==> src/rtl/imem_pkg.sv <==
// Shared constants, FSM state type and boot image for the instruction memory.
// The boot image is only written into memory when IMEM_BOOT_IMAGE_EN is defined.
package imem_pkg;

  localparam int IMEM_ADDR_W = 5;
  localparam int IMEM_DATA_W = 32;

  typedef enum logic [0:0] {
    ST_INIT = 1'b0,
    ST_RUN  = 1'b1
  } imem_state_e;

  localparam int BOOT_LEN = 3;
  localparam logic [BOOT_LEN-1:0][31:0] BOOT_IMAGE = {32'h00221820, 32'h3402000C, 32'h20010008};

  // Boot word for a given word index; zero beyond the end of the image
  function automatic logic [31:0] boot_word(input logic [31:0] idx);
    logic [31:0] w;
    w = 32'h0000_0000;
    for (int i = 0; i < BOOT_LEN; i++) begin
      w = (idx == 32'(i)) ? BOOT_IMAGE[i[1:0]] : w;
    end
    return w;
  endfunction

endpackage

==> src/rtl/imem_ram.sv <==
// Instruction storage: one synchronous write port and one synchronous
// read-first read port (a same-edge write is not seen by the read).
module imem_ram
  import imem_pkg::*;
#(
  parameter int ADDR_W = IMEM_ADDR_W,
  parameter int DATA_W = IMEM_DATA_W
) (
  input  logic              clk,
  input  logic              rst_n,
  input  logic              we,
  input  logic [ADDR_W-1:0] waddr,
  input  logic [DATA_W-1:0] wdata,
  input  logic              re,
  input  logic [ADDR_W-1:0] raddr,
  output logic [DATA_W-1:0] rdata
);

  logic [DATA_W-1:0] mem_r [2**ADDR_W];
  logic [DATA_W-1:0] rdata_r;

  // Write port
  always_ff @(posedge clk) begin
    if (we) begin
      mem_r[waddr] <= wdata;
    end
  end

  // Read port; the output register is cleared so no X leaves after reset
  always_ff @(posedge clk) begin
    if (!rst_n) begin
      rdata_r <= {DATA_W{1'b0}};
    end else if (re) begin
      rdata_r <= mem_r[raddr];
    end
  end

  assign rdata = rdata_r;

endmodule

==> src/rtl/instr_mem_seq.sv <==
// Instruction memory with an INIT sweep after reset, a 1-cycle fetch port with
// valid/ready result holding, and a program write port. Macro: IMEM_BOOT_IMAGE_EN.
module instr_mem_seq
  import imem_pkg::*;
#(
  parameter int ADDR_W = IMEM_ADDR_W,
  parameter int DATA_W = IMEM_DATA_W
) (
  input  logic              clk,
  input  logic              rst_n,
  input  logic              fetch_req,
  input  logic [31:0]       fetch_addr,
  output logic              fetch_ready,
  output logic              instr_valid,
  input  logic              instr_ready,
  output logic [DATA_W-1:0] instr,
  output logic              fetch_err,
  input  logic              prog_we,
  input  logic [ADDR_W-1:0] prog_addr,
  input  logic [DATA_W-1:0] prog_data,
  output logic              init_done
);

  localparam logic [ADDR_W-1:0] LAST_IDX = {ADDR_W{1'b1}};

  imem_state_e       state_r;
  logic [ADDR_W-1:0] init_cnt_r;
  logic              instr_valid_r;
  logic              fetch_err_r;
  logic              init_done_r;

  logic              fetch_ready_s;
  logic              addr_err_s;
  logic              accept_s;
  logic              ram_we_s;
  logic [ADDR_W-1:0] ram_waddr_s;
  logic [DATA_W-1:0] ram_wdata_s;
  logic [DATA_W-1:0] init_data_s;
  logic [DATA_W-1:0] ram_rdata_s;

  assign fetch_ready_s = (state_r == ST_RUN) && (!instr_valid_r || instr_ready);
  assign addr_err_s    = (|fetch_addr[1:0]) || (|fetch_addr[31:ADDR_W+2]);
  assign accept_s      = fetch_req && fetch_ready_s;

`ifdef IMEM_BOOT_IMAGE_EN
  assign init_data_s = DATA_W'(boot_word(32'(init_cnt_r)));
`else
  assign init_data_s = {DATA_W{1'b0}};
`endif

  // Write port owner: the INIT sweep, otherwise the program port
  always_comb begin
    ram_we_s    = 1'b0;
    ram_waddr_s = init_cnt_r;
    ram_wdata_s = init_data_s;
    case (state_r)
      ST_INIT: begin
        ram_we_s    = 1'b1;
        ram_waddr_s = init_cnt_r;
        ram_wdata_s = init_data_s;
      end
      ST_RUN: begin
        ram_we_s    = prog_we;
        ram_waddr_s = prog_addr;
        ram_wdata_s = prog_data;
      end
      default: begin
        ram_we_s    = 1'b0;
        ram_waddr_s = init_cnt_r;
        ram_wdata_s = init_data_s;
      end
    endcase
  end

  imem_ram #(
    .ADDR_W(ADDR_W),
    .DATA_W(DATA_W)
  ) u_ram (
    .clk  (clk),
    .rst_n(rst_n),
    .we   (ram_we_s),
    .waddr(ram_waddr_s),
    .wdata(ram_wdata_s),
    .re   (accept_s && !addr_err_s),
    .raddr(fetch_addr[ADDR_W+1:2]),
    .rdata(ram_rdata_s)
  );

  // INIT/RUN sequencing and the result handshake state
  always_ff @(posedge clk) begin
    if (!rst_n) begin
      state_r       <= ST_INIT;
      init_cnt_r    <= {ADDR_W{1'b0}};
      instr_valid_r <= 1'b0;
      fetch_err_r   <= 1'b0;
      init_done_r   <= 1'b0;
    end else begin
      case (state_r)
        ST_INIT: begin
          init_cnt_r <= init_cnt_r + ADDR_W'(1);
          if (init_cnt_r == LAST_IDX) begin
            state_r     <= ST_RUN;
            init_done_r <= 1'b1;
          end else begin
            state_r     <= ST_INIT;
            init_done_r <= 1'b0;
          end
        end
        ST_RUN: begin
          if (accept_s) begin
            instr_valid_r <= 1'b1;
            fetch_err_r   <= addr_err_s;
          end else if (instr_ready) begin
            instr_valid_r <= 1'b0;
          end else begin
            instr_valid_r <= instr_valid_r;
          end
        end
        default: begin
          state_r       <= ST_INIT;
          init_cnt_r    <= {ADDR_W{1'b0}};
          instr_valid_r <= 1'b0;
          fetch_err_r   <= 1'b0;
          init_done_r   <= 1'b0;
        end
      endcase
    end
  end

  // Error results carry a zero instruction regardless of the RAM output
  assign instr       = fetch_err_r ? {DATA_W{1'b0}} : ram_rdata_s;
  assign fetch_err   = fetch_err_r;
  assign instr_valid = instr_valid_r;
  assign init_done   = init_done_r;
  assign fetch_ready = fetch_ready_s;

endmodule

==> config.mk <==
export PLATFORM = sky130hd
export DESIGN_NAME = instr_mem_seq
export DESIGN_NICKNAME = d
export VERILOG_FILES = /design/src/rtl/imem_pkg.sv /design/src/rtl/imem_ram.sv /design/src/rtl/instr_mem_seq.sv
export SDC_FILE = /design/constraint.sdc
export NUM_CORES = 1
export LEC_CHECK = 0
export BUFFER_PORTS_ARGS = -buffer_cell sky130_fd_sc_hd__buf_4
export CORE_MARGIN = 2
export CORE_UTILIZATION = 52
export CTS_BUF_LIST = sky130_fd_sc_hd__clkbuf_2
export CTS_CLUSTER_SIZE = 25
export DETAILED_ROUTE_END_ITERATION = 8
export GPL_TIMING_DRIVEN = 0
export PLACE_DENSITY_LB_ADDON = 0.15
export SETUP_SLACK_MARGIN = 0.2
export SLEW_MARGIN = 10
export SYNTH_ARGS = -nofsm -noshare
export SYNTH_HDL_FRONTEND = slang
export SYNTH_SLANG_ARGS = --single-unit
==> constraint.sdc <==
create_clock -name clk -period 3.5 [get_ports clk]
set_input_delay 1.05 -clock clk [delete_from_list [all_inputs] [get_ports clk]]
set_output_delay 1.05 -clock clk [all_outputs]
set_load 0.1 [all_outputs]
==> run metrics <==
status=complete, but fails checks; violated checks=negative setup slack; Crit Path Class=reg -> out; core box area=0.07861 mm2; Root Buffer=clkbuf_2; Distinct cells, synth=48; Seq pwr share=0.604; Static Leak=15.54 nW; placer congestion estimate=0.8323; worst hold slack=0.3844 ns; Slew HR=0.1378; post-DP HPWL=65700 um; global-route wire length before repair=144700 um; Gate power share=0.049; Int Power=17.66 mW; RSZ-0062 raised after global routing=true; hold crit path type=in -> reg; cell accounting for the most synthesized area=edfxtp_1; Final ANT Viol Nets=0; CTS clock-pin slew for the worst setup and hold paths=0.11 ns; Final Setup Violations=6; sequential share of the synthesized area=0.7682; net count of the mapped netlist=1950; Multi-input gate area=0.009410 mm2; CTS Buffer Depth=4; Max Slew Vio Count=0; area post-placement=0.04431 mm2; CTS Buf Count=279; Final Worst Setup Slack=-0.02658 ns; fin nets=2384; MaxCap Viol Count=0; Syn Inst Count=1874; Layout area overhead=15.38%; share of post-route cells with drive strength above 1=0.3864; Clock power frac=0.347; CP arrival=2.48 ns; CTS tree=built; initial antenna violation count=3; Post-synth top cells=edfxtp_1, mux4_2, mux2i_1, nor2_1, dfxtp_1; via count=21100; yosys warns=0; vias in the first global route=22030; Post-synth top flop=edfxtp_1; grt ovf=0; DRT Pass-1 Iters=6; CP Max Fanout=8; vias per cell=5.975; PwrDens=486.5 mW/mm2; top post-synthesis cells by area=edfxtp_1, mux4_2, mux4_1; Fin. Hold Viols=0; CP Launch Type=flip-flop; min Tclk post-route=3.527 ns; Die W=285.1 um; EDFF count, synth=1024; DIE HEIGHT=285.1 um; DR WL/cell=28.39 um; synthesized area=0.04110 mm2; Routed WL=100300 um; clock latency on the worst-skew pair=1.38 ns; Fmax=0.2836 GHz; # IOs=110; pin count of the biggest net entering global routing=33; switching share of power=0.2344; Syn Area/Cell=21.93 um2; most common cell in the netlist=edfxtp_1; setup TNS=-0.09436 ns; die area=0.08129 mm2; drt first-iter violations=2076; CTS sink count=1065; fraction of registers with async set/reset=0; register bit total from synthesis=1065; share of the synthesized area in the top cell type=0.7482; NetSw=5.408 mW; worst vdd ir=233.8 uV; Worst-Margin Slew=1.289 ns; Starting Density=0.5228; Finished Cell Area=0.04742 mm2; Port Buf Inserts=105; Critical Path RT=2.45 ns; Cell Rows=103; # fillers=5784; CP endpoint kind=output pin; Post-Route Skew=0.1011 ns; Storage cell area=0.03158 mm2; fin crit share=1.008; Post-route DRC=0; H-tree depth=5; gr usage total=0.2496
[per-stage QoR]
| step | util | cells | setup WS, ns | power [mW] |
|---|---|---|---|---|
| 6_report | 0.6032 | 3531 | -0.02658 | 23.07 |
| 5_1_grt | 0.6031 | 3530 | -0.1707 | 24.00 |
| 4_1_cts | 0.6017 | 3524 | -0.1369 | 23.29 |
| 3_5_place_dp | 0.5636 | 3063 | -0.2938 | 15.36 |
| 3_3_place_gp | 0.5495 | 3029 | -1.946 | 15.29 |
| 2_1_floorplan | - | 1874 | 0.1042 | 14.91 |
[layout by cell type, fill, tap and decap left out, types with 14 or more instances in the layout]
master    netlist  layout
clkinv_1        0      36
edfxtp_1     1024    1024
a22o_1         32      32
buf_4          22     100
buf_2          34      34
dfxtp_1        41      39
mux4_1         39      39
nor2_4          0      32
a211oi_1       31      31
a21oi_1        27      26
o22ai_1        32      32
and2_1         33      14
clkbuf_2        0     407
mux4_2        209     209
o21ai_1        31      31
nand2_1        20      20
mux2i_1        76      76
buf_12          0      40
mux2_2         31      31
buf_16          0      22
nor2_1         47      15
and2_2          0      18
nor2b_4         0      24
clkbuf_1       36      31
[final cells by class]
type,instances,area share
Multi-Input combinational cell,701,0.1985
Tap cell,1050,0.02771
Sequential cell,1065,0.6660
Buffer,102,0.01401
Antenna cell,2,0.0001055
Clock inverter,45,0.005304
Clock buffer,407,0.04296
Timing Repair Buffer,153,0.04502
Inverter,6,0.0004750
[critical path, cell delays in order (launching register included)]
cell and delay (ns):
dfxtp_4 0.43, clkbuf_16 0.20, nor2b_4 0.24, buf_12 0.21
[cells by family after synthesis]
kind of cell,after synthesis,synth area share
AOI/OAI and AO/OA,174,0.02847
xor gates and xnor gates,3,0.0006395
and+or+nand+nor,167,0.02122
buffers and inverters,108,0.01437
adders and majority gates,2,0.0006088
DFF,1065,0.7682
muxes,355,0.1665
[power by group through the flow]
stage	clock network, mW	logic (mW)	registers (mW)
after floorplan	0	0.700	14.2
after global placement	0	1.06	14.2
after detailed placement	0	1.14	14.2
after CTS	8.23	1.14	13.9
after global routing	8.87	1.20	13.9
final	8.01	1.13	13.9
[final timing paths]
path / startpoint / to / slack [ns] / cells after the start
worst max-delay path: fetch_err$_SDFFE_PN0P_ / instr[9] / -0.03 / 3
worst min-delay path: prog_data[9] / u_ram.mem_r[27][9]$_DFFE_PP_ / 0.38 / 2
worst min register to register: init_done$_SDFFE_PN0N_ / init_done$_SDFFE_PN0N_ / 0.49 / 2
worst max register to register: state_r$_SDFF_PN0_ / u_ram.mem_r[11][6]$_DFFE_PP_ / 0.26 / 5
[sequential cells by signal, indices dropped and copies added (netlist names)]
signal / count
init_cnt_r: 5
state_r: 1
instr_valid: 1
u_ram.rdata: 32
u_ram.mem_r: 1024
init_done: 1
fetch_err: 1
[what timing repair did]
action | in CTS | in global routing
gates resized for setup | 154 | 17
endpoints found under the hold margin | 8 | 0
hold buffers | 5 | 0
gates cloned | 1 | 1
setup endpoints to repair | 371 | 45
setup buffers | 3 | 4
pin swaps | 0 | 0
[per-layer routing]
metal | up-vias | part of all wire | GRT usage
met3 | 160 | 0.073 | 0.05688
met1 | 11090 | 0.41 | 0.3425
met4 | 2 | 0.026 | 0.08678
li1 | 8949 | - | -
met2 | 892 | 0.49 | 0.3993
met5 | - | 0.00017 | 0
(Power assumes the default switching activity.)
